**src/rtl/i2s_stereo_receiver.sv**
```systemverilog
// I2S stereo receiver: synchronises the codec pins, aligns to word-select frames and
// presents sign-extended left/right sample pairs with a one-cycle valid strobe.
module i2s_stereo_receiver #(
  parameter int unsigned DATA_WIDTH  = 32,
  parameter int unsigned SAMPLE_BITS = 24,
  parameter int unsigned SYNC_STAGES = 2
) (
  input  logic                  clk,
  input  logic                  reset,
  input  logic                  enable,
  input  logic                  error_clear,
  input  logic                  i2s_bclk,
  input  logic                  i2s_lrclk,
  input  logic                  i2s_sdata,
  output logic [DATA_WIDTH-1:0] left_audio_out,
  output logic [DATA_WIDTH-1:0] right_audio_out,
  output logic                  sample_valid,
  output logic                  frame_error,
  output logic [5:0]            debug_bit_count
);

  localparam int unsigned CNT_W = 6;
  localparam logic [CNT_W-1:0] FULL_CNT = CNT_W'(SAMPLE_BITS);

  typedef enum logic [1:0] {ST_IDLE, ST_SHIFT, ST_WAIT} state_t;

  state_t                 state_q, state_d;
  logic [SYNC_STAGES-1:0] bclk_sync_q, lr_sync_q, sd_sync_q;
  logic                   bclk_prev_q, lr_prev_q;
  logic [SAMPLE_BITS-1:0] shift_q, shift_d;
  logic [SAMPLE_BITS-1:0] left_hold_q, left_hold_d;
  logic [CNT_W-1:0]       bit_count_q, bit_count_d;
  logic                   slot_lr_q, slot_lr_d;
  logic                   left_valid_q, left_valid_d;
  logic [DATA_WIDTH-1:0]  left_q, left_d, right_q, right_d;
  logic                   valid_q, valid_d;
  logic                   error_q, error_d;
  logic [CNT_W-1:0]       debug_q, debug_d;
  logic                   err_set;

  logic bclk_s, lr_s, sd_s, tick, trans, slot_full;

  assign bclk_s    = bclk_sync_q[SYNC_STAGES-1];
  assign lr_s      = lr_sync_q[SYNC_STAGES-1];
  assign sd_s      = sd_sync_q[SYNC_STAGES-1];
  assign tick      = bclk_s & ~bclk_prev_q;
  assign trans     = tick & (lr_s != lr_prev_q);
  assign slot_full = (bit_count_q == FULL_CNT);

  // Pin synchronisers and bit-tick edge tracking; these run regardless of enable.
  always_ff @(posedge clk or negedge reset) begin
    if (!reset) begin
      bclk_sync_q <= '0;
      lr_sync_q   <= '0;
      sd_sync_q   <= '0;
      bclk_prev_q <= 1'b0;
      lr_prev_q   <= 1'b0;
    end else begin
      bclk_sync_q <= {bclk_sync_q[SYNC_STAGES-2:0], i2s_bclk};
      lr_sync_q   <= {lr_sync_q[SYNC_STAGES-2:0], i2s_lrclk};
      sd_sync_q   <= {sd_sync_q[SYNC_STAGES-2:0], i2s_sdata};
      bclk_prev_q <= bclk_s;
      if (tick) lr_prev_q <= lr_s;
    end
  end

  always_ff @(posedge clk or negedge reset) begin
    if (!reset) state_q <= ST_IDLE;
    else        state_q <= state_d;
  end

  // Next state: a full slot parks in WAIT until the next word-select transition.
  always_comb begin
    state_d = state_q;
    if (!enable) begin
      state_d = ST_IDLE;
    end else begin
      case (state_q)
        ST_IDLE:  if (trans && !lr_s) state_d = ST_SHIFT;
        ST_SHIFT: if (slot_full)      state_d = ST_WAIT;
        ST_WAIT:  if (trans)          state_d = ST_SHIFT;
        default:                      state_d = ST_IDLE;
      endcase
    end
  end

  // Datapath: capture, short-slot detection and pair presentation.
  always_comb begin
    shift_d      = shift_q;
    bit_count_d  = bit_count_q;
    slot_lr_d    = slot_lr_q;
    left_hold_d  = left_hold_q;
    left_valid_d = left_valid_q;
    left_d       = left_q;
    right_d      = right_q;
    valid_d      = 1'b0;
    err_set      = 1'b0;
    if (!enable) begin
      shift_d      = '0;
      bit_count_d  = '0;
      left_valid_d = 1'b0;
    end else begin
      case (state_q)
        ST_IDLE: begin
          if (trans && !lr_s) begin
            shift_d     = '0;
            bit_count_d = '0;
            slot_lr_d   = 1'b0;
          end
        end
        ST_SHIFT: begin
          if (slot_full) begin
            if (!slot_lr_q) begin
              left_hold_d  = shift_q;
              left_valid_d = 1'b1;
            end else if (left_valid_q) begin
              left_d       = DATA_WIDTH'($signed(left_hold_q));
              right_d      = DATA_WIDTH'($signed(shift_q));
              valid_d      = 1'b1;
              left_valid_d = 1'b0;
            end
          end else if (trans) begin
            // Slot ended early: drop the partial word but capture the new slot.
            err_set      = 1'b1;
            shift_d      = '0;
            bit_count_d  = '0;
            left_valid_d = 1'b0;
            slot_lr_d    = lr_s;
          end else if (tick) begin
            shift_d     = {shift_q[SAMPLE_BITS-2:0], sd_s};
            bit_count_d = bit_count_q + CNT_W'(1);
          end
        end
        ST_WAIT: begin
          if (trans) begin
            shift_d     = '0;
            bit_count_d = '0;
            slot_lr_d   = lr_s;
          end
        end
        default: ;
      endcase
    end
    error_d = err_set ? 1'b1 : (error_clear ? 1'b0 : error_q);
    debug_d = (state_d == ST_IDLE) ? '0 : bit_count_d;
  end

  always_ff @(posedge clk or negedge reset) begin
    if (!reset) begin
      shift_q      <= '0;
      bit_count_q  <= '0;
      slot_lr_q    <= 1'b0;
      left_hold_q  <= '0;
      left_valid_q <= 1'b0;
      left_q       <= '0;
      right_q      <= '0;
      valid_q      <= 1'b0;
      error_q      <= 1'b0;
      debug_q      <= '0;
    end else begin
      shift_q      <= shift_d;
      bit_count_q  <= bit_count_d;
      slot_lr_q    <= slot_lr_d;
      left_hold_q  <= left_hold_d;
      left_valid_q <= left_valid_d;
      left_q       <= left_d;
      right_q      <= right_d;
      valid_q      <= valid_d;
      error_q      <= error_d;
      debug_q      <= debug_d;
    end
  end

  assign left_audio_out  = left_q;
  assign right_audio_out = right_q;
  assign sample_valid    = valid_q;
  assign frame_error     = error_q;
  assign debug_bit_count = debug_q;

endmodule

```
**config.mk**
```make
export PLATFORM = sky130hd
export DESIGN_NAME = i2s_stereo_receiver
export DESIGN_NICKNAME = d
export VERILOG_FILES = /design/src/rtl/i2s_stereo_receiver.sv
export SDC_FILE = /design/constraint.sdc
export NUM_CORES = 1
export LEC_CHECK = 0
export ABC_AREA = 1
export BUFFER_PORTS_ARGS = -buffer_cell sky130_fd_sc_hd__buf_4
export CAP_MARGIN = 20
export CELL_PAD_IN_SITES_DETAIL_PLACEMENT = 0
export CELL_PAD_IN_SITES_GLOBAL_PLACEMENT = 1
export CORE_UTILIZATION = 40
export DETAILED_ROUTE_END_ITERATION = 10
export GPL_TIMING_DRIVEN = 0
export MAX_ROUTING_LAYER = met4
export PLACE_DENSITY_LB_ADDON = 0.1
export RECOVER_POWER = 50
export SLEW_MARGIN = 10
export SYNTH_ARGS = -nofsm -noshare
export SYNTH_HDL_FRONTEND = slang
export SYNTH_SLANG_ARGS = --single-unit
```
**constraint.sdc**
```tcl
create_clock -name clk -period 2 [get_ports clk]
set_input_delay 0.1 -clock clk [delete_from_list [all_inputs] [get_ports clk]]
set_output_delay 0.1 -clock clk [all_outputs]
set_load 0.01 [all_outputs]
```
==> impl.org, run 1 <==
** Outcome
- The flow ran to the end, and the final reports show no timing, DRC or antenna violations.

** Critical path
- Endpoint class of the critical path :: flip-flop
- The number of cells on the worst reg-to-reg path is 10.
- Startpoint of the lowest-slack register-to-register path :: bit_count_q[1]
- The setup check on the worst reg-to-reg path leaves a slack of roughly 0.12 ns.
- Reg-to-reg critical path endpoint :: debug_bit_count[5]
- Nature of the critical path startpoint :: flip-flop
- Arrival time of the worst setup path :: 2.19 ns
- Data on the critical path is required at its endpoint by 2.30 ns.
- Of all nets on the critical path, the largest fanout is 6.
- Category of the critical setup timing path :: reg -> reg

** Global routing
- The total overflow left after global routing is 0.
- The initial antenna violation count came to 0.
- Global-route wire length before repair :: 19.1 mm
- Largest net degree at the start of global routing :: 72
- Global routing used about a fifth of the available tracks.
- Vias in the first global route :: approximately 3800

** Timing
- The worst pin sits at a relative slew slack of 9.90%.
- Between clock sinks in the finished design, the worst skew comes to 0.00556 ns.
- Setup violations remaining at the end of the flow were counted as 0.
- Post-Route Hold Slack :: just under 0.04 ns
- Max Clk Rate :: roughly 530 MHz
- For the finished layout, the period the worst path requires is about 1.9 ns.
- In the finished design, the share of the clock period the worst path needs comes to between 90% and 100%.
- Final hold violations :: 0
- Adding up every negative setup slack in the final design gives 0 ns.
- At the pin with the least slew margin, the transition time is between 1 and 1.5 ns.
- The total count of max-transition violations in the final report is 0.

** Route
- Number of design-rule violations left by the first detailed-router iteration :: 214
- Remaining antenna violation count after routing :: 0
- Across all layers, the routed design uses about 4000 vias.
- After detailed routing, the number of remaining DRC violations is 0.
- The highest metal layer carrying signal wires in the routed design is met4.
- After detailed routing, the met2 layer carries 5.62 mm of wire.
- Dividing the detail-routed wire length by the instance count gives between 10 and 15 um.
- M1 WL :: between 5 and 6 mm
- Using the TritonRoute via totals, the vias-per-cell ratio works out to about 4.6.
- Detailed routing placed a total of 443 um of wire on met3.
- DRT Wirelength :: 11.8 mm
- Number of search-and-repair iterations in the first detailed-routing pass :: 4

** Yosys
- After synthesis the cells add up to ~0.0052 mm^2.
- Synthesized net count :: 599
- Counting every instance in the synthesized netlist gives 586.
- Of all flip-flops after synthesis, the portion carrying an async set or reset was between 90% and 100%.
- Ys Warns :: 0
- The top cell type by area accounts for 58.2% of the synthesized area.
- The biggest area contributor in the post-synthesis netlist is sky130_fd_sc_hd__dfrtp_1.
- Post-synth EDFFs :: 0
- A synthesized cell averages 8.95 um^2.
- FF+latch count, synth :: 122
- Summing the sequential cell areas from Yosys gives 58.2% of the chip area.
- Yosys attributes the largest share of cell area to sky130_fd_sc_hd__dfrtp_1 (58%), sky130_fd_sc_hd__nand2_1 (16%), sky130_fd_sc_hd__o21ai_1 (5.1%), sky130_fd_sc_hd__inv_1 (3.6%), sky130_fd_sc_hd__buf_4 (2.6%).
- For this run, the leading register cell type out of synthesis is sky130_fd_sc_hd__dfrtp_1.
- The number of different library cells used by synthesis comes to 26.

** Layout
- Syn-to-layout area delta :: 26.5%
- After the last flow step, the layout net total stands at 709.
- Of the cells placed in the final design, the portion with a size suffix greater than 1 is about 20%.
- Fill cell instance count of the final layout :: 1276
- 0 antenna diodes ended up in the layout.

** Clock network
- TritonCTS built the clock tree.
- Number of buffers on the longest clock path :: 2
- Clock net sink count :: 122
- Clock latency on the worst-skew pair, taken at its later pin, is 0.41 ns.
- After clock tree synthesis, the clock-pin slew on the worst setup and hold paths is 0.05 ns.
- Clk root buf :: sky130_fd_sc_hd__clkbuf_16
- Clock tree synthesis inserted a total of 17 buffers.
- The H-tree was split into 4 levels.

** Hold path
- The path with the worst hold slack has its endpoint at frame_error.
- Hold wc startpoint :: enable
- Cell count of the worst hold path :: 3
- The tightest min-delay check is of the in -> reg type.

** Power
- Internal power comes to 0.00461 W.
- VDD sags by at most 0.000573 V.
- Clock Power Share :: a little over half
- Leakage component of the power :: about 3.3 nW
- Relative contribution of combinational cells to total power :: 3.7%
- Power per cell area :: 876 mW/mm^2
- Sw Pwr :: roughly 0.0012 W
- Of the total power, registers draw around 43%.
- Net switching share of the total power :: around 21%

** Floorplan
- The core region is 0.0127 mm^2.
- 79 I/O pins were placed.
- The floorplan step set the die width to 117 um.
- The floorplan has 41 rows.
- Once the floorplan was initialized, standard cells occupied 41.2% of the core.
- Die outline height :: 117 um
- The floorplan step defined a die boundary enclosing 0.0136 mm^2.

** Job
- Maxcap violations :: 0

** Placement
- The count of buffers added on input and output ports is 78.
- Dpl hpwl :: about 8 mm
- Routability-driven placement finished with a final weighted congestion of 0.836.
[through the flow]
| step | util [%] | instances | instance area [um^2] | setup WS (ns) | power [W] |
|---|---|---|---|---|---|
| after floorplan | - | 586 | 5250 | 0.367 | 0.00265 |
| after global placement | 47.5 | 836 | 6050 | -0.0312 | 0.00274 |
| after detailed placement | 47.8 | 837 | 6080 | -0.0573 | 0.00275 |
| after CTS | 53.0 | 874 | 6750 | 0.0144 | 0.00587 |
| after global routing | 52.2 | 881 | 6640 | -0.00704 | 0.00601 |
| final | 52.2 | 881 | 6640 | 0.117 | 0.00581 |
[repair_timing]
item	CTS	global route
pin swaps	0	3
hold buffers	5	0
setup buffers	0	7
setup endpoints to repair	28	89
hold endpoints to repair	55	0
gates resized for setup	5	22
[kinds of logic (layout without fill, tap and decap cells)]
kind of cell	Yosys count	in the layout	share of synthesized area (%)
AO/OA/AOI/OAI	84	84	8.87
buffers and inverters	96	219	9.18
AND/OR/NAND/NOR	278	278	22.3
adder cells (fa/ha/maj)	6	6	1.43
flip-flops	122	122	58.2
[area by class of cell]
| class | count | area [um^2] | area share [%] |
|---|---|---|---|
| flip-flops and latches | 122 | 3060 | 46.0 |
| multi-input cells | 368 | 1720 | 26.0 |
| clock buffers | 27 | 533 | 8.03 |
| repair buffers | 91 | 529 | 7.98 |
| plain buffers | 39 | 283 | 4.26 |
| inverters | 57 | 216 | 3.26 |
| well taps | 172 | 215 | 3.24 |
| clock inverters | 5 | 80.1 | 1.21 |
[flip-flops by register name (all words and copies together), names as in the netlist, 6 cells and up]
| register | cells |
|---|---|
| bit_count_q | 6 |
| debug_bit_count | 6 |
| left_audio_out | 24 |
| left_hold_q | 24 |
| right_audio_out | 24 |
| shift_q | 24 |
[how the worst max path moves through the flow]
stage,depth (start not counted),slack (ns),to,from
floorplan,9,0.37,shift_q[19],state_q[1]
global placement,8,-0.03,right_audio_out[19],bit_count_q[1]
detailed placement,9,-0.06,shift_q[19],state_q[1]
CTS,11,0.01,left_hold_q[19],bit_count_q[0]
global route,10,-0.007,debug_bit_count[1],bit_count_q[1]
finish,10,0.12,debug_bit_count[5],bit_count_q[1]
[synthesized netlist by cell type (7+ instances only)]
cell type / count
sky130_fd_sc_hd__inv_1: 51
sky130_fd_sc_hd__buf_2: 7
sky130_fd_sc_hd__nand3_1: 23
sky130_fd_sc_hd__nand2_1: 223
sky130_fd_sc_hd__nand2_2: 8
sky130_fd_sc_hd__clkbuf_1: 7
sky130_fd_sc_hd__dfrtp_1: 122
sky130_fd_sc_hd__buf_4: 18
sky130_fd_sc_hd__o21ai_0: 14
sky130_fd_sc_hd__nor2_1: 12
sky130_fd_sc_hd__o21ai_2: 11
sky130_fd_sc_hd__o21ai_1: 53
[cells in the final DEF, fill, tap and decap left out, types with 3 or more instances in the layout]
| cell type | count |
|---|---|
| sky130_fd_sc_hd__dlygate4sd3_1 | 5 |
| sky130_fd_sc_hd__inv_1 | 50 |
| sky130_fd_sc_hd__dfrtp_1 | 120 |
| sky130_fd_sc_hd__clkbuf_8 | 7 |
| sky130_fd_sc_hd__a21oi_1 | 5 |
| sky130_fd_sc_hd__nand4_1 | 3 |
| sky130_fd_sc_hd__buf_4 | 50 |
| sky130_fd_sc_hd__buf_2 | 12 |
| sky130_fd_sc_hd__clkbuf_1 | 52 |
| sky130_fd_sc_hd__clkbuf_16 | 17 |
| sky130_fd_sc_hd__o21ai_1 | 53 |
| sky130_fd_sc_hd__nand2_2 | 7 |
| sky130_fd_sc_hd__nand3_1 | 22 |
| sky130_fd_sc_hd__nand2_1 | 223 |
| sky130_fd_sc_hd__clkbuf_4 | 5 |
| sky130_fd_sc_hd__nor2_1 | 13 |
| sky130_fd_sc_hd__o21ai_2 | 11 |
| sky130_fd_sc_hd__o21ai_0 | 14 |
| sky130_fd_sc_hd__buf_6 | 6 |
| sky130_fd_sc_hd__ha_1 | 4 |
| sky130_fd_sc_hd__inv_2 | 6 |
[power by group through the flow]
stage | Combinational (W) | Sequential (W) | Clock [W]
after floorplan | 0.000109 | 0.00254 | 0
after global placement | 0.000203 | 0.00254 | 0
after detailed placement | 0.000212 | 0.00254 | 0
after CTS | 0.000220 | 0.00250 | 0.00316
after global routing | 0.000241 | 0.00250 | 0.00327
final | 0.000214 | 0.00250 | 0.00310
[per-layer routing]
metal | up-vias | GRT usage, %
li1 | 2043 | -
met1 | 1896 | 25.4
met2 | 65 | 29.4
met3 | 13 | 4.77
met4 | 0 | 6.41
met5 | - | -
[worst max-delay path: stages, from the launching register on]
cell and delay, ns:
sky130_fd_sc_hd__dfrtp_2 0.43, sky130_fd_sc_hd__inv_1 0.08, sky130_fd_sc_hd__ha_2 0.20, sky130_fd_sc_hd__nand3_2 0.10
sky130_fd_sc_hd__nor2_4 0.25, sky130_fd_sc_hd__buf_4 0.16, sky130_fd_sc_hd__o21ai_0 0.07, sky130_fd_sc_hd__nand3_1 0.11
sky130_fd_sc_hd__nand2_1 0.19, sky130_fd_sc_hd__inv_1 0.12, sky130_fd_sc_hd__nor2_1 0.05
No activity file was read; power rests on OpenSTA's default activity.
==> run 2: changes to the inputs <==
--- a/config.mk
+++ b/config.mk
@@ -5,7 +5,6 @@
 export SDC_FILE = /design/constraint.sdc
 export NUM_CORES = 1
 export LEC_CHECK = 0
-export ABC_AREA = 1
 export BUFFER_PORTS_ARGS = -buffer_cell sky130_fd_sc_hd__buf_4
 export CAP_MARGIN = 20
 export CELL_PAD_IN_SITES_DETAIL_PLACEMENT = 0
==> run 2 against run 1 <==
  * The flow now finishes with violations (setup timing)
  * First-iteration DRC count shrank 29%
  * Non-clock buffer count grew 23
  * Sequential share of layout area is 3.2 points lower
  * Hold slack better by 0.28 ns
==> impl.org, run 2 <==
** Layout
- The antenna cell count came to 0 (unchanged).
- The fraction of final layout cells sized beyond drive strength 1 came to 48.5% (was 20.2%).
- The total of fill cells in the finished design is 1065 (was 1276).
- The core occupancy in the finished layout is 58.3% (was 52.2%).
- Register area :: 0.00305 mm^2 (was 0.00306 mm^2)
- The area growth from synthesis to layout is 39.4% (was 26.5%).
- The multi-input logic area was 0.00200 mm^2 (was 0.00172 mm^2).
- The number of nets in the final layout is 550 (was 709).
- Most common cell after layout, fill and taps aside :: sky130_fd_sc_hd__dfrtp_1 (was sky130_fd_sc_hd__nand2_1)
- Most used cells in the layout excluding fill and tap cells: sky130_fd_sc_hd__dfrtp_1 (122), sky130_fd_sc_hd__buf_4 (116), sky130_fd_sc_hd__mux2_4 (41), sky130_fd_sc_hd__nand2_1 (32), sky130_fd_sc_hd__mux2_2 (30) (was sky130_fd_sc_hd__nand2_1 (223), sky130_fd_sc_hd__dfrtp_1 (120), sky130_fd_sc_hd__o21ai_1 (53), sky130_fd_sc_hd__clkbuf_1 (52)).

** Route
- The number of DRC violations after detailed routing is 0 (unchanged).
- The total vias in the final route was 3567 (was 4017).
- The via density per instance came to 4.97 (was 4.56).
- The number of detailed-route iterations in the first pass was 4 (unchanged).
- The routed wire length per instance was 16.1 um (was 13.4 um).
- DRT Wirelength :: 11.5 mm (was 11.8 mm)
- Number of design-rule violations left by the first detailed-router iteration :: 152 (was 214)
- Remaining antenna violation count after routing :: 0 (unchanged)

** Clock network
- Number of buffers on the longest clock path :: 2 (unchanged)
- CTS tree :: built (unchanged)
- The CTS buffer count came to 17 (unchanged).
- Clk root buf :: sky130_fd_sc_hd__clkbuf_16 (unchanged)
- Insertion delay to the later sink of the worst-skew pair :: 0.41 ns (about the same)
- Clock net sink count :: 122 (unchanged)
- H-tree levels :: 4 (unchanged)
- The clock transition at the registers of the reported paths is 0.05 ns (about the same).

** Global routing
- Overall routing resource usage :: 19.6% (was 19.4%)
- The initial antenna violation count is 0 (unchanged).
- The residual overflow from global routing is 0 (unchanged).
- Vias in the first global route :: 3517 (was 3818)
- Global-route wire length before repair :: 18.7 mm (was 19.1 mm)
- The largest net degree at the start of global routing is 92 (was 72).

** Outcome
- Status :: complete, but fails checks (was finished, final reports clean)
- The final reports fail on setup timing.

** Yosys
- Post-synthesis area per instance :: 12.7 um^2 (was 8.95 um^2)
- Ys Warns :: 0 (unchanged)
- The part of the Yosys area used for sequential elements was 59.7% (was 58.2%).
- Cell count after synthesis :: 401 (was 586)
- Synthesized net count :: 414 (was 599)
- Post-synth EDFFs :: 0 (unchanged)
- The largest area contributor in the synthesized netlist was sky130_fd_sc_hd__dfrtp_1 (unchanged).
- The async set-reset flop share out of synthesis came to 100% (unchanged).
- The leading register cell type out of synthesis is sky130_fd_sc_hd__dfrtp_1 (unchanged).
- The count of cell types in the netlist came to 47 (was 26).
- The most repeated cell in the gate-level netlist after synthesis is sky130_fd_sc_hd__dfrtp_1 (was sky130_fd_sc_hd__nand2_1).
- Top cells by instance count after synthesis :: sky130_fd_sc_hd__dfrtp_1 (122), sky130_fd_sc_hd__mux2_2 (62), sky130_fd_sc_hd__nand2_1 (33) (was sky130_fd_sc_hd__nand2_1 (223), sky130_fd_sc_hd__dfrtp_1 (122), sky130_fd_sc_hd__o21ai_1 (53))
- Share of the synthesized area in the top cell type :: 59.7% (was 58.2%)
- FF+latch count, synth :: 122 (unchanged)
- Most area-consuming cells after synthesis :: sky130_fd_sc_hd__dfrtp_1 (60%), sky130_fd_sc_hd__mux2_2 (14%), sky130_fd_sc_hd__buf_4 (3.2%), sky130_fd_sc_hd__o21ai_0 (3.0%), sky130_fd_sc_hd__nand3_1 (2.5%) (was sky130_fd_sc_hd__dfrtp_1 (58%), sky130_fd_sc_hd__nand2_1 (16%), sky130_fd_sc_hd__o21ai_1 (5.1%), sky130_fd_sc_hd__inv_1 (3.6%), sky130_fd_sc_hd__buf_4 (2.6%))
- The cell area after synthesis was 0.00511 mm^2 (was 0.00525 mm^2).

** Timing
- Max Clk Rate :: 477 MHz (was 531 MHz)
- The number of setup violations in the final report was 49 (was 0).
- Post-Route Hold Slack :: 0.319 ns (was 0.0393 ns)
- Number of max-slew violations in the final report :: 0 (unchanged)
- The maximum clock skew at final layout is 0.00799 ns (was 0.00556 ns).
- Final worst slack :: -0.0977 ns (was 0.117 ns)
- The worst-margin pin slew was 0.841 ns (was 1.35 ns).
- Final hold violations :: 0 (unchanged)
- The post-route clock period utilization is 105% (was 94.2%).
- The worst max-slew margin expressed relative to the limit is 43.9% (was 9.90%).
- The post-layout minimum cycle time is 2.10 ns (was 1.88 ns).
- Setup repair after global routing could not meet its margin everywhere.

** Critical path
- The path type of the worst setup path was reg -> reg (unchanged).
- The worst setup slack for register-to-register paths is -0.1 ns (was 0.12 ns).
- Required time reported for the critical path endpoint :: 2.29 ns (was 2.30 ns)
- The timing endpoint of the critical path is right_audio_out[2] (was debug_bit_count[5]).
- The worst-case reg-to-reg path depth was 9 (was 10).
- Startpoint of the lowest-slack register-to-register path :: bit_count_q[1] (unchanged)
- Highest net fanout along the worst path :: 10 (was 6)
- Nature of the critical path startpoint :: flip-flop (unchanged)
- The worst setup path startpoint is bit_count_q[1] (unchanged).
- Endpoint class of the critical path :: flip-flop (unchanged)
- Arrival time of the worst setup path :: 2.39 ns (was 2.19 ns)
- Reg-to-reg critical path endpoint :: right_audio_out[2] (was debug_bit_count[5])

** Power
- Max VDD drop :: 0.000659 V (was 0.000573 V)
- The power per cell area is 800 mW/mm^2 (was 876 mW/mm^2).
- The total leakage power is 3.50 nW (was 3.31 nW).
- The overall power of the completed layout is 0.00570 W (was 0.00581 W).

** Hold path
- The class of the worst hold path is in -> async (was in -> reg).

** Floorplan
- Width of the chip :: 115 um (was 117 um)
- Count of pins on the block boundary :: 79 (unchanged)
- The overall die height was 115 um (was 117 um).
- The floorplan row count was 40 (was 41).
- The initial core utilization came to 41.9% (was 41.2%).
- The full die area came to 0.0132 mm^2 (was 0.0136 mm^2).
- The placeable core area is 0.0122 mm^2 (was 0.0127 mm^2).

** Placement
- The placement-stage worst setup slack came to -0.387 ns (was -0.0573 ns).
- Dpl hpwl :: 7.20 mm (was 8.17 mm)
- Number of buffers added on ports :: 78 (unchanged)
- The last weighted congestion value of the routability-driven placer is 0.809 (was 0.836).

** Job
- Maxcap violations :: 0 (unchanged)
run 2: cell types whose count changed in the layout (fill, tap and decap cells not counted), sizes merged, moves of 4 or more:
cell,previous run,this run
nor2,17,12
nand2,231,33
clkbuf,83,31
clkinv,1,5
o21ai,78,31
and2,0,6
buf,69,137
inv,57,10
mux2,0,72
run 2: worst min path at each step:
| stage | end | slack (ns) | cells after the start |
|---|---|---|---|
| after detailed placement | debug_bit_count[5] | 0.006 | 1 |
| after global routing | sd_sync_q[0] | 0.34 | 2 |
| final | debug_bit_count[5] | 0.32 | 2 |
| after CTS | debug_bit_count[5] | 0.14 | 2 |
| after floorplan | bclk_prev_q | -0.20 | 0 |
| after global placement | sd_sync_q[0] | 0.21 | 1 |
run 2: critical path: stages (launching register included):
cell and delay (ns):
sky130_fd_sc_hd__dfrtp_1 0.39, sky130_fd_sc_hd__inv_2 0.08, sky130_fd_sc_hd__ha_4 0.13, sky130_fd_sc_hd__nand4b_1 0.14, sky130_fd_sc_hd__or2_1 0.25, sky130_fd_sc_hd__buf_6 0.13
sky130_fd_sc_hd__nor3_4 0.18, sky130_fd_sc_hd__buf_4 0.18, sky130_fd_sc_hd__buf_6 0.16, sky130_fd_sc_hd__mux2_2 0.34
run 2: cell families (layout without fill, tap and decap cells):
kind of cell	Yosys count	after routing	synth area share, %
AO/OA/AOI/OAI	59	59	7.52
XOR/XNOR	2	2	0.343
adder cells (fa/ha/maj)	6	6	1.47
buffers and inverters	45	194	5.43
flip-flops	122	122	59.7
multiplexers	74	74	16.3
AND/OR/NAND/NOR	93	93	9.25
run 2: where the power goes:
| part | switching, W | internal (W) | leakage, nW |
|---|---|---|---|
| clock network | 0.00108 | 0.00189 | 0.279 |
| registers | 0.0000252 | 0.00249 | 1.68 |
| logic | 0.000139 | 0.0000705 | 1.54 |
| total | 0.00125 | 0.00445 | 3.50 |
run 2: cell type report:
type	instances	area share (%)
clock inverter	11	1.69
buffer	34	3.86
sequential	122	42.9
inverter	9	0.474
tap	168	2.95
multi-input combinational	234	28.1
timing repair buffer	119	13.6
clock buffer	21	6.46
run 2: metrics by stage:
step | instances | setup TNS (ns) | area, um^2
2_1_floorplan | 401 | -0.388 | 5140
3_3_place_gp | 647 | -27.96 | 5940
3_5_place_dp | 648 | -27.32 | 5970
4_1_cts | 709 | -7.58 | 7070
5_1_grt | 718 | -7.63 | 7120
6_report | 718 | -2.95 | 7120
run 2: routing by layer:
| metal | GRT usage, % | vias to the layer above | routed length (um) |
|---|---|---|---|
| met5 | - | - | 0 |
| met2 | 27.4 | 85 | 5160 |
| met4 | 6.23 | 0 | 111 |
| met3 | 5.69 | 10 | 532 |
| met1 | 27.4 | 1807 | 5730 |
| li1 | - | 1665 | - |
run 2: what timing repair did:
| action | in CTS | in global routing |
|---|---|---|
| endpoints found under the hold margin | 83 | 0 |
| hold buffers | 6 | 0 |
| gates cloned | 2 | 0 |
| gates resized for setup | 71 | 15 |
| endpoints found under the setup margin | 102 | 103 |
| setup buffers | 22 | 12 |
| pin swaps | 6 | 6 |
==> run 3: changes to the inputs <==
--- a/config.mk
+++ b/config.mk
@@ -13,7 +13,7 @@
 export DETAILED_ROUTE_END_ITERATION = 10
 export GPL_TIMING_DRIVEN = 0
 export MAX_ROUTING_LAYER = met4
-export PLACE_DENSITY_LB_ADDON = 0.1
+export PLACE_DENSITY = 0.8
 export RECOVER_POWER = 50
 export SLEW_MARGIN = 10
 export SYNTH_ARGS = -nofsm -noshare
==> run 3 against run 2 <==
  * The run ends with capacitance limit, slew limit, setup timing left
  * Critical path type unchanged
  * Combinational power barely moved
  * First-iteration DRC count rose by 17%
  * Sequential share of layout area rose by 0.54 points
  * Hold slack improved by 0.027 ns
  * Utilization fell by 0.71 points
  * Largest power group unchanged
  * Wire length fell by 4.9%
  * Final cell count fell by 1.7%
  * Setup slack improved by 0.018 ns
==> impl.org, run 3 (synthesis results as in run 2) <==
** Global routing
- Largest net degree at the start of global routing :: 97 (was 92)
- The number of global-route vias before repair is 3535 (was 3517).
- The residual overflow from global routing came to 0 (unchanged).
- The overall routing resource usage came to 18.6% (was 19.6%).
- Global-route wire length before repair :: 18.0 mm (was 18.7 mm)
- Initial antenna violation count :: 0 (unchanged)

** Route
- The number of nets with antenna violations after detailed routing is 0 (unchanged).
- Average wire per standard cell :: 15.5 um (was 16.1 um)
- DRT Wirelength :: 11.0 mm (was 11.5 mm)
- Vias per std cell :: 4.97 (about the same)
- Number of design-rule violations left by the first detailed-router iteration :: 178 (was 152)
- Overall via count from detail_route :: 3512 (was 3567)
- The number of detailed-route iterations in the first pass is 4 (unchanged).
- The number of DRC violations after detailed routing came to 0 (unchanged).

** Critical path
- The kind of cell adding the most delay to the critical path is simple AND/OR/NAND/NOR gates (unchanged).
- The capture instance of the worst register-to-register path was left_audio_out[12] (was right_audio_out[2]).
- Crit-path slowest cell :: sky130_fd_sc_hd__dfrtp_1 (unchanged)
- Startpoint of the lowest-slack register-to-register path :: bit_count_q[1] (unchanged)
- The buffer and inverter count on the worst path is 4 (unchanged).
- Highest net fanout along the worst path :: 9 (was 10)
- The path type of the worst setup path is reg -> reg (unchanged).
- Endpoint class of the critical path :: flip-flop (unchanged)
- The critical path launch point type is a flip-flop (unchanged).
- Worst path cell trace: inv_2 -> ha_2 -> nand4b_1 -> or2_1 -> buf_6 -> nor3_4 -> buf_6 -> buf_12 -> mux2_2 (was inv_2 -> ha_4 -> nand4b_1 -> or2_1 -> buf_6 -> nor3_4 -> buf_4 -> buf_6 -> mux2_2).
- Arrival time of the worst setup path :: 2.38 ns (was 2.39 ns)
- The biggest cell delay along the critical path is 0.39 ns (about the same).
- Worst-case register-to-register setup slack :: -0.08 ns (was -0.1 ns)
- The worst-case reg-to-reg path depth was 9 (unchanged).
- The data required time of the worst path came to 2.30 ns (was 2.29 ns).
- Cell type with the highest occurrence count on the critical path :: sky130_fd_sc_hd__buf_6 (unchanged)

** Placement
- Number of buffers added on ports :: 78 (unchanged)
- The total placed instance area is 0.00597 mm^2 (unchanged).
- Final weighted congestion of routability-driven global placement :: 0.835 (was 0.809)
- The total half-perimeter wirelength after legalization and detailed placement came to 7.07 mm (was 7.20 mm).

** Floorplan
- Standard cell core area :: 0.0122 mm^2 (unchanged)
- Effective utilization at floorplan :: 41.9% (unchanged)
- The overall die height was 115 um (unchanged).
- The floorplan row count is 40 (unchanged).
- Width of the chip :: 115 um (unchanged)
- Total Die Area :: 0.0132 mm^2 (unchanged)
- The number of primary I/O pins is 79 (unchanged).

** Clock network
- The later-pin clock latency in the skew report was 0.42 ns (was 0.41 ns).
- Clk root buf :: sky130_fd_sc_hd__clkbuf_16 (unchanged)
- The CTS tree is built (unchanged).
- Clock net sink count :: 122 (unchanged)
- The clock transition at the registers of the reported paths was 0.05 ns (about the same).
- H-tree levels :: 4 (unchanged)
- The maximum buffer depth of the clock tree came to 2 (unchanged).
- TritonCTS Buffers :: 17 (unchanged)

** Timing
- The post-layout minimum cycle time came to 2.08 ns (was 2.10 ns).
- The post-route worst setup slack is -0.0798 ns (was -0.0977 ns).
- The achievable clock frequency came to 481 MHz (was 477 MHz).
- Final worst clock skew :: 0.00861 ns (was 0.00799 ns)
- Setup repair after global routing missed its margin: true (unchanged).
- The worst max-slew margin expressed relative to the limit was -6.06% (was 43.9%).
- The worst-margin pin slew came to 1.59 ns (was 0.841 ns).
- Final hold violations :: 0 (unchanged)
- The total count of max-transition violations in the final report was 27 (was 0).
- Final critical-path share of the clock period :: 104% (was 105%)
- Final number of setup-violating endpoints :: 50 (was 49)

** Hold path
- The worst hold path passes through 0 cells.
- The worst hold path terminates at lr_sync_q[1].
- Hold wc startpoint :: lr_sync_q[0]
- Path category of the worst min-delay check :: reg -> reg (was in -> async)

** Job
- The number of max-capacitance violations reported came to 1 (was 0).

** Layout
- Share of cells above drive strength 1 :: 48.1% (was 48.5%)
- The number of nets in the final layout was 539 (was 550).
- The commonest non-fill, non-tap cell in the layout is sky130_fd_sc_hd__dfrtp_1 (unchanged).
- Design area :: 0.00704 mm^2 (was 0.00712 mm^2)
- The area growth from synthesis to layout came to 37.7% (was 39.4%).
- Most used cells in the layout excluding fill and tap cells: sky130_fd_sc_hd__dfrtp_1 (121), sky130_fd_sc_hd__buf_4 (108), sky130_fd_sc_hd__mux2_2 (39), sky130_fd_sc_hd__mux2_4 (33), sky130_fd_sc_hd__nand2_1 (32) (was sky130_fd_sc_hd__dfrtp_1 (122), sky130_fd_sc_hd__buf_4 (116), sky130_fd_sc_hd__mux2_4 (41), sky130_fd_sc_hd__nand2_1 (32), sky130_fd_sc_hd__mux2_2 (30)).
- The antenna cell count was 0 (unchanged).

** Power
- The overall power of the completed layout was 0.00567 W (was 0.00570 W).
- The power per cell area is 806 mW/mm^2 (was 800 mW/mm^2).
- Leakage component of the power :: 3.44 nW (was 3.50 nW)
- The worst vdd rail ir drop came to 0.000586 V (was 0.000659 V).

** Outcome
- Violated checks :: capacitance limit, slew limit, setup timing (was setup timing)
- Status :: complete, but fails checks (unchanged)
[run 3: cell count changes in the layout (fill, tap and decap cells not counted), moves of 3 or more]
cell,delta
sky130_fd_sc_hd__mux2_2,+9
sky130_fd_sc_hd__buf_4,-8
sky130_fd_sc_hd__mux2_4,-8
sky130_fd_sc_hd__o21ai_0,-4
sky130_fd_sc_hd__o21ai_1,+4
sky130_fd_sc_hd__buf_8,-3
sky130_fd_sc_hd__clkbuf_2,-3
[run 3: cell type report]
| type | instances | area [um^2] |
|---|---|---|
| Multi-Input combinational cell | 234 | 1990 |
| Tap cell | 168 | 210 |
| Fill cell | 1025 | 5170 |
| Timing Repair Buffer | 106 | 876 |
| Inverter | 9 | 33.8 |
| Sequential cell | 122 | 3050 |
| Buffer | 36 | 295 |
| Clock buffer | 19 | 453 |
| Clock inverter | 12 | 123 |
[run 3: per-layer routing]
metal  share of wire [%]  routed length (um)  GRT usage (%)
met3                 4.5                 492           4.53
met1                  47                5150           24.6
met5                   0                   0              -
met4                 2.1                 225           8.74
met2                  46                5100           26.9
[run 3: timing repair]
action | CTS | global route
cloned | 1 | 1
setup endpoints to repair | 102 | 102
pin swaps | 4 | 6
hold buffers | 6 | 0
gates resized for setup | 24 | 53
endpoints found under the hold margin | 127 | 0
setup buffers | 11 | 8
[run 3: through the flow]
stage | hold slack, ns | TNS (ns) | worst slack, ns | cells | util, %
5_1_grt | 0.352 | -18.86 | -0.167 | 706 | 57.6
4_1_cts | 0.119 | -8.17 | -0.143 | 697 | 55.6
2_1_floorplan | -0.196 | -0.388 | -0.0189 | 401 | -
3_5_place_dp | -0.0130 | -24.86 | -0.352 | 648 | 48.9
6_report | 0.345 | -2.78 | -0.0798 | 706 | 57.6
3_3_place_gp | 0.210 | -26.39 | -0.365 | 647 | 48.6
[run 3: power by group]
group / internal [W] / leakage (nW) / switching [W]
logic: 0.0000742 / 1.47 / 0.000138
registers: 0.00249 / 1.68 / 0.0000240
clock network: 0.00188 / 0.285 / 0.00106
total: 0.00444 / 3.44 / 0.00123
[run 3: worst max path at each step]
stage | startpoint | endpoint | slack, ns | cells past startpoint
after floorplan | bit_count_q[0] | left_hold_q[14] | -0.02 | 8
after global placement | bit_count_q[1] | shift_q[10] | -0.36 | 9
after detailed placement | state_q[1] | shift_q[19] | -0.35 | 9
after CTS | bit_count_q[1] | left_audio_out[14] | -0.14 | 9
after global routing | bit_count_q[0] | left_audio_out[18] | -0.17 | 9
final | bit_count_q[1] | left_audio_out[12] | -0.08 | 9
